`src/rtl/clk_pkg.sv`:
```
// Shared definitions for the digital clock counters: digit width, hour limits
// and two-digit BCD increment/decrement helpers.
package clk_pkg;

    localparam int unsigned DIGIT_W     = 4;
    localparam logic [7:0]  HR_MAX_BCD  = 8'h23;
    localparam logic [7:0]  HR_NOON_BCD = 8'h12;

    // Two-digit BCD increment that wraps to 00 after max_val (e.g. 8'h23, 8'h59).
    function automatic logic [7:0] bcd2_inc(input logic [7:0] val, input logic [7:0] max_val);
        if (val == max_val)
            return 8'h00;
        if (val[3:0] == 4'd9)
            return {val[7:4] + 4'd1, 4'd0};
        return {val[7:4], val[3:0] + 4'd1};
    endfunction

    // Two-digit BCD decrement that wraps from 00 to max_val.
    function automatic logic [7:0] bcd2_dec(input logic [7:0] val, input logic [7:0] max_val);
        if (val == 8'h00)
            return max_val;
        if (val[3:0] == 4'd0)
            return {val[7:4] - 4'd1, 4'd9};
        return {val[7:4], val[3:0] - 4'd1};
    endfunction

endpackage

```
`src/rtl/hour_fmt_12_24.sv`:
```
// Combinational mapping of the 00-23 BCD hour onto 12/24-hour display digits
// plus the PM flag.
module hour_fmt_12_24
    import clk_pkg::*;
#(
    parameter logic [7:0] MIDNIGHT_12H = 8'h12
) (
    input  logic [7:0] hr,
    input  logic       mode_12,
    output logic [7:0] disp,
    output logic       pm
);

    logic w_afternoon;

    // Valid BCD orders like binary, so a plain magnitude compare is safe.
    assign w_afternoon = (hr > HR_NOON_BCD);
    assign pm          = (hr >= HR_NOON_BCD);

    // NOTE: every output of a combinational block gets a default first, so no
    // path through the if/else can leave it unassigned and infer a latch.
    always_comb begin
        disp = hr;
        if (mode_12) begin
            if (hr == 8'h00) begin
                disp = MIDNIGHT_12H;
            end else if (w_afternoon) begin
                // BCD subtract 12: borrow from tens when units < 2.
                if (hr[3:0] >= 4'd2)
                    disp = {hr[7:4] - 4'd1, hr[3:0] - 4'd2};
                else
                    disp = {hr[7:4] - 4'd2, hr[3:0] + 4'd8};
            end
        end
    end

endmodule

```
`src/rtl/hour_counter_12_24.sv`:
```
// BCD hour-of-day counter (00-23) with manual set, checked direct load, day
// carry and registered 12/24-hour display outputs.
module hour_counter_12_24
    import clk_pkg::*;
#(
    parameter int unsigned DIGIT_W      = clk_pkg::DIGIT_W,
    parameter logic [7:0]  MIDNIGHT_12H = 8'h12
) (
    input  logic               clk,
    input  logic               rst,
    input  logic               hr_tick,
    input  logic               set_mode,
    input  logic               inc,
    input  logic               dec,
    input  logic               load,
    input  logic [DIGIT_W-1:0] load_h,
    input  logic [DIGIT_W-1:0] load_l,
    input  logic               mode_12,
    output logic [DIGIT_W-1:0] disp_h,
    output logic [DIGIT_W-1:0] disp_l,
    output logic               pm,
    output logic               day_carry,
    output logic               load_err
);

    logic [7:0] r_hr;
    logic [7:0] r_disp;
    logic       r_pm;
    logic       r_day_carry;
    logic       r_load_err;

    logic [7:0] w_load_val;
    logic       w_load_ok;
    logic       w_tick;
    logic [7:0] w_fmt_disp;
    logic       w_fmt_pm;

    assign w_load_val = {load_h, load_l};
    assign w_load_ok  = (load_l <= 4'd9) && (w_load_val <= HR_MAX_BCD);
    assign w_tick     = hr_tick && !set_mode && !load;

    hour_fmt_12_24 #(
        .MIDNIGHT_12H(MIDNIGHT_12H)
    ) u_fmt (
        .hr     (r_hr),
        .mode_12(mode_12),
        .disp   (w_fmt_disp),
        .pm     (w_fmt_pm)
    );

    // NOTE: sequential state uses non-blocking assignments so every register
    // samples pre-edge values, independent of statement order.
    always_ff @(posedge clk) begin
        if (rst) begin
            r_hr        <= 8'h00;
            r_disp      <= 8'h00;
            r_pm        <= 1'b0;
            r_day_carry <= 1'b0;
            r_load_err  <= 1'b0;
        end else begin
            r_disp      <= w_fmt_disp;
            r_pm        <= w_fmt_pm;
            r_day_carry <= w_tick && (r_hr == HR_MAX_BCD);
            r_load_err  <= load && !w_load_ok;

            if (load) begin
                if (w_load_ok)
                    r_hr <= w_load_val;
            end else if (set_mode && inc) begin
                r_hr <= bcd2_inc(r_hr, HR_MAX_BCD);
            end else if (set_mode && dec) begin
                r_hr <= bcd2_dec(r_hr, HR_MAX_BCD);
            end else if (w_tick) begin
                r_hr <= bcd2_inc(r_hr, HR_MAX_BCD);
            end
        end
    end

    assign disp_h    = r_disp[7:4];
    assign disp_l    = r_disp[3:0];
    assign pm        = r_pm;
    assign day_carry = r_day_carry;
    assign load_err  = r_load_err;

endmodule
```
`config.mk`:
```
export PLATFORM = sky130hd
export DESIGN_NAME = hour_counter_12_24
export DESIGN_NICKNAME = d
export VERILOG_FILES = /design/src/rtl/clk_pkg.sv /design/src/rtl/hour_fmt_12_24.sv /design/src/rtl/hour_counter_12_24.sv
export SDC_FILE = /design/constraint.sdc
export NUM_CORES = 1
export LEC_CHECK = 0
export ABC_CLOCK_PERIOD_IN_PS = 4300
export CORE_ASPECT_RATIO = 1.75
export CORE_MARGIN = 2
export CORE_UTILIZATION = 35
export CTS_CLUSTER_DIAMETER = 40
export DETAILED_ROUTE_END_ITERATION = 8
export DONT_BUFFER_PORTS = 1
export HOLD_SLACK_MARGIN = 0.05
export MAX_ROUTING_LAYER = met4
export PLACE_DENSITY = 0.51
export REMOVE_ABC_BUFFERS = 1
export SLEW_MARGIN = 15
export SYNTH_ARGS = -nofsm -noshare
export SYNTH_HDL_FRONTEND = slang
export SYNTH_SLANG_ARGS = --single-unit
export TNS_END_PERCENT = 30
```
`constraint.sdc`:
```
create_clock -name clk -period 4.3 [get_ports clk]
set_input_delay 0.43 -clock clk [delete_from_list [all_inputs] [get_ports clk]]
set_output_delay 0.43 -clock clk [all_outputs]
set_load 0.02 [all_outputs]
```
Yosys cells after proc, flatten, opt, wreduce, memory -nomap -nowiden:

Index checks and enable logic that the tools add are counted.

* output and inout bits: 11
* register bits: 19
* word-level logic and storage cells: 89
* latch bits: 0
* input port bits: 16
* memories: 0
* memory bits (read-only): 0
* RAM bits: 0

* add/subtract/negate cells: 7
* order comparisons: 5
* equal/unequal tests: 5
* $mul: 0
* div/mod/pow operators: 0
* reductions and logical operators: 16
* bitwise gates (word level): 0
* mux-type cells: 50
* shift-type cells: 0

Operator list (number)
* 8-bit two-way mux: 19
* 1-bit two-way mux: 31
* 4-bit by 1-bit adder with 4-bit output, second input constant: 2
* 8-bit by 6-bit == test with 1-bit output, second input constant: 1
* 8-bit by 5-bit >= comparator with 1-bit output, second input constant: 1
* 8-bit by 5-bit > comparator with 1-bit output, second input constant: 1
* 8-bit by 6-bit <= comparator with 1-bit output, second input constant: 1
* 8-bit logical NOT: 1
* 4-bit by 1-bit subtractor with 4-bit output, second input constant: 2
* 4-bit by 2-bit subtractor with 4-bit output, second input constant: 2
* 1-bit logical AND: 7
* 5-bit by 3-bit != test with 1-bit output, second input constant: 1
* 5-bit AND reduction: 1
* 5-bit nonzero test: 1
* 4-bit adder, second input constant: 1
* 4-bit == test, second input constant: 1
* 4-bit by 2-bit >= comparator with 1-bit output, second input constant: 1
* 4-bit <= comparator, second input constant: 1
* 4-bit logical NOT: 1
* 4-bit by 2-bit != test with 1-bit output, second input constant: 1
* 4-bit nonzero test: 1
* 1-bit logical NOT: 3
* 2-bit by 1-bit != test with 1-bit output, second input constant: 1
* 2-bit AND reduction: 1

Depth between registers and ports, before layout:

* depth after elaboration: 20
* depth in mapped cells: 8
* depth with buffers taken out: 7

Hierarchy:

A second synthesis with hierarchy kept.

* cell total of the unflattened synthesis: 187
* area, all modules: 1576.5 µm²

Modules (own cells, without submodules)
* hour_counter_12_24: times used 1, cells each 136, area each 1179.9 µm², sequential area each 380.4 µm²
* hour_fmt_12_24: times used 1, cells each 51, area each 396.6 µm², sequential area each 0.0 µm²

Least setup slack after synthesis:

No wires, ideal clock.

* kind: register -> register
* start point: register r_hr[1]
* end point: register r_hr[6]
* arrival time: 1.872 ns
* slack: 2.333 ns
* required time: 4.204 ns
* period minus slack after synthesis: 1.967 ns
* cell stages (with the launch flop): 7
* path buffers: 0
* setup time: 0.096 ns
* cells stage by stage: dfxtp_1 ha_1 nand4bb_4 o311a_4 o31a_1 or2_4 o41ai_2

* word-level cells in the longest chain between the ends: 12
* elaborated cells on any way between the ends: 51
* classes of those cells: eq/ne: 4; mux: 43; reduce/logical: 4

RTL lines
* from (decl): line hour_counter_12_24.sv:26 `logic [7:0] r_hr;`
* from (signal assigned): line hour_counter_12_24.sv:68 `r_hr <= w_load_val;`
* from (signal assigned): line hour_counter_12_24.sv:70 `r_hr <= bcd2_inc(r_hr, HR_MAX_BCD);`
* from (signal assigned): line hour_counter_12_24.sv:72 `r_hr <= bcd2_dec(r_hr, HR_MAX_BCD);`
* 8-bit by 6-bit == test with 1-bit output: line clk_pkg.sv:11 `if (val == max_val)`
* 1-bit two-way mux: line clk_pkg.sv:11
* 1-bit two-way mux: line hour_counter_12_24.sv:73 `end else if (w_tick) begin`
* 1-bit two-way mux: line hour_counter_12_24.sv:71 `end else if (set_mode && dec) begin`
* 1-bit two-way mux: line hour_counter_12_24.sv:69 `end else if (set_mode && inc) begin`
* 1-bit two-way mux: line hour_counter_12_24.sv:66 `if (load) begin`
* 1-bit two-way mux: line hour_counter_12_24.sv:54 `if (rst) begin`
* 8-bit two-way mux: line clk_pkg.sv:13 `if (val[3:0] == 4'd9)`
* 8-bit two-way mux: line hour_counter_12_24.sv:73
* 8-bit two-way mux: line hour_counter_12_24.sv:71
* 8-bit two-way mux: line hour_counter_12_24.sv:69
* 8-bit two-way mux: line hour_counter_12_24.sv:66

Several ways; a longest one is shown, not always the timed one. The select of a mux whose other input is x is not followed.
A chain may end at the register's enable or synchronous reset.

Worst setup path in the final report:

Ends and elaborated chain as after synthesis.

==> results list <==
* DRC Markers: 0
- Number of inserted diodes: 0
- Yosys warnings: 0
* CTS buffer count: 3
- WL final: 4020 um
- Counting flops with a built-in enable in the synthesized netlist gives 0.
* Clock-pin slew on the worst setup and hold paths: 0.08 ns
- Counting every instance in the synthesized netlist gives 179.
- For this configuration, the core starts out at a cell density of 0.364.
* Global-route wire length before repair: 6790 um
- Site Rows: 31
* Post-route ant nets: 0
- For this run, the leading register cell type out of synthesis is sky130_fd_sc_hd__dfxtp_1.
* Global-route congestion overflow total: 0
* Register bit count reported by yosys: 19
- Clock Path Buffers: 2
- Input/output buffers: 0
- Worst min-delay path class: input pin to flip-flop
- The routed layout has 1,341 vias.
* Reported max-cap violation count: 0
- Dividing the detail-routed wire length by the instance count gives 17.9 um.
- Clock tree synthesis found a total of 19 sinks.
* Most common cell after layout, fill and taps aside: sky130_fd_sc_hd__dfxtp_1
* Number of distinct library cells after synthesis: 56
- The number of antenna violations at the first check in global routing was 0.
* Synth-to-layout area growth: 4.71%
- Top-area cell type share of the netlist area: 0.251
- The core region is 0.00415 mm2.
* Cell accounting for the most synthesized area: sky130_fd_sc_hd__dfxtp_1
- In the final design database the tool counted 209 nets.
- Most used cells in the layout excluding fill and tap cells: sky130_fd_sc_hd__dfxtp_1 (19), sky130_fd_sc_hd__ha_1 (17), sky130_fd_sc_hd__o21ai_0 (15)
- In this run the static leakage power is 0.000621 uW.
- Post-route setup TNS: 0 ns
- Post-CTS setup buffers: 0
- Worst setup path category: flip-flop to flip-flop
* Min Clock Period, post-route: 2.24 ns
* Max VDD drop: 0.133 mV
- The final number of max-transition violations came to 0.
* Crit end category: flip-flop
- Die area: 0.00488 mm2
- TritonCTS clock tree: done
* RSZ-0062 raised after global routing: no
- Pwr Density: 272 mW/mm2
- Entering global routing, the biggest net connects 22 pins.
* Die width: 53.7 um
* Number of H-tree levels: 1
- Synth Cell Area: 0.00151 mm2
- Critical Path Source Type: flip-flop
* Setup violations, final: 0
- At the worst endpoint, the required time is 4.48 ns.
- CTS Root Buffer Type: sky130_fd_sc_hd__clkbuf_8
- Clock skew on the completed layout was measured at 0.00145 ns.
* Post-synthesis sequential area ratio: 0.251
- In this run the tightest slew margin relative to its limit is 0.620.
- Of all flip-flops after synthesis, the portion carrying an async set or reset was 0.
* Via/cell ratio: 5.99
- In the post-synthesis netlist, the biggest area contributors are sky130_fd_sc_hd__dfxtp_1 (25%), sky130_fd_sc_hd__ha_1 (14%), sky130_fd_sc_hd__o21ai_0 (5.0%), sky130_fd_sc_hd__a21oi_1 (4.0%), sky130_fd_sc_hd__inv_1 (3.0%).
* Number of instances resized during post-cts repair: 0
- The final-report hold violation count came to 0.
* Tcrit/Tclk final: 0.521
- Maximum fanout along the worst path: 10
- The die is 91.0 um tall.
- Across every metal layer, demand over resource in global routing totals 0.190.
- Hold repair after CTS inserted 0 buffers.
- At the end of routability-driven placement, the weighted congestion stood at 0.848.
- Via count of the first global-routing pass: 1,333
* Transition time of the tightest slew-check pin: 0.569 ns
- Post-route core utilization: 0.382
* Arrival time at the worst endpoint: 2.41 ns
- Clock latency on the worst-skew pair: 0.26 ns
- Each instance of the synthesized netlist takes up on average 8.45 um2.
- Initial DRC count: 33
- The run finished with clean final reports.
* I/O pin total: 27
- Detailed placement ended at an HPWL of 3050 um.
* Share of final-layout standard cells stronger than drive strength 1: 0.0857
- Derived from the worst setup path, the maximum achievable clock frequency is 447 MHz.
* Pre-antenna DRT Iters: 4
==> cell usage after synthesis, types with 2 or more instances <==
cell,count
sky130_fd_sc_hd__nand2_1,10
sky130_fd_sc_hd__o2bb2ai_1,2
sky130_fd_sc_hd__mux2i_1,2
sky130_fd_sc_hd__a31oi_1,4
sky130_fd_sc_hd__ha_1,17
sky130_fd_sc_hd__o21ai_0,15
sky130_fd_sc_hd__dfxtp_1,19
sky130_fd_sc_hd__or3_1,5
sky130_fd_sc_hd__nor2_1,12
sky130_fd_sc_hd__a311oi_1,2
sky130_fd_sc_hd__inv_1,12
sky130_fd_sc_hd__nor3_1,3
sky130_fd_sc_hd__a21boi_0,3
sky130_fd_sc_hd__a21oi_1,12
sky130_fd_sc_hd__nand2b_1,5
sky130_fd_sc_hd__a221oi_1,3
sky130_fd_sc_hd__o311ai_0,2
sky130_fd_sc_hd__a211o_1,2
sky130_fd_sc_hd__a221o_1,2
sky130_fd_sc_hd__nand4_1,2
sky130_fd_sc_hd__o211ai_1,2
sky130_fd_sc_hd__o21ai_1,2
sky130_fd_sc_hd__clkbuf_1,6
sky130_fd_sc_hd__a211oi_1,3
==> report_power, final <==
part | total (uW) | switching, uW | internal (uW)
Sequential | 203 | 18.1 | 184
Combinational | 94.1 | 55.8 | 38.3
Clock | 134 | 67.6 | 66.1
==> layer usage <==
| metal | routed length (um) | track usage | part of all wire | vias up |
|---|---|---|---|---|
| li1 | - | - | - | 658 |
| met1 | 1680 | 0.226 | 0.42 | 632 |
| met2 | 2090 | 0.315 | 0.52 | 46 |
| met3 | 193 | 0.0296 | 0.048 | 5 |
| met4 | 53 | 0.0577 | 0.013 | 0 |
| met5 | 0 | - | 0 | - |
==> stage by stage <==
step | setup slack (ns) | hold WS [ns] | cells | cell area (um2) | total power [uW]
global placement | 2.06 | 0.504 | 220 | 1540 | 298
finish | 2.06 | 0.226 | 224 | 1580 | 430
global route | 1.90 | 0.219 | 224 | 1580 | 454
CTS | 2.03 | 0.224 | 224 | 1580 | 435
detailed placement | 2.06 | 0.505 | 220 | 1540 | 299
floorplan | 2.33 | 0.499 | 171 | 1480 | 275
==> path summary, 6_finish.rpt <==
kind,startpoint,end,slack (ns),depth (start not counted)
min,rst,r_hr[3],0.23,1
max,r_hr[1],r_hr[6],2.06,6
max reg2reg,r_hr[1],r_hr[6],2.06,6
min reg2reg,r_hr[7],r_hr[7],0.59,2
==> critical path: stages, from the launching register on <==
cell,delay [ns]
sky130_fd_sc_hd__dfxtp_1,0.53
sky130_fd_sc_hd__ha_1,0.35
sky130_fd_sc_hd__nand4bb_4,0.14
sky130_fd_sc_hd__o311a_4,0.34
sky130_fd_sc_hd__o31a_1,0.33
sky130_fd_sc_hd__or2_4,0.27
sky130_fd_sc_hd__o41ai_2,0.18
==> sequential cells by signal, indices dropped and copies added, names as in the netlist <==
signal     cells
day_carry      1
load_err       1
pm             1
r_disp         8
r_hr           8
==> kinds of logic after synthesis <==
kind of cell | share of synthesized area
compound gates | 0.320
simple gates | 0.203
buf+inv | 0.0529
flops | 0.251
fa+ha+maj | 0.141
mux | 0.0207
xor+xnor | 0.0116
==> final cells by class <==
type	count	area, um2
fillers	416	2570
flip-flops and latches	19	380
inverters	12	45.0
clock buffers	4	45.0
multi-input cells	140	1050
well taps	49	61.3
No activity file was read; power rests on OpenSTA's default activity.
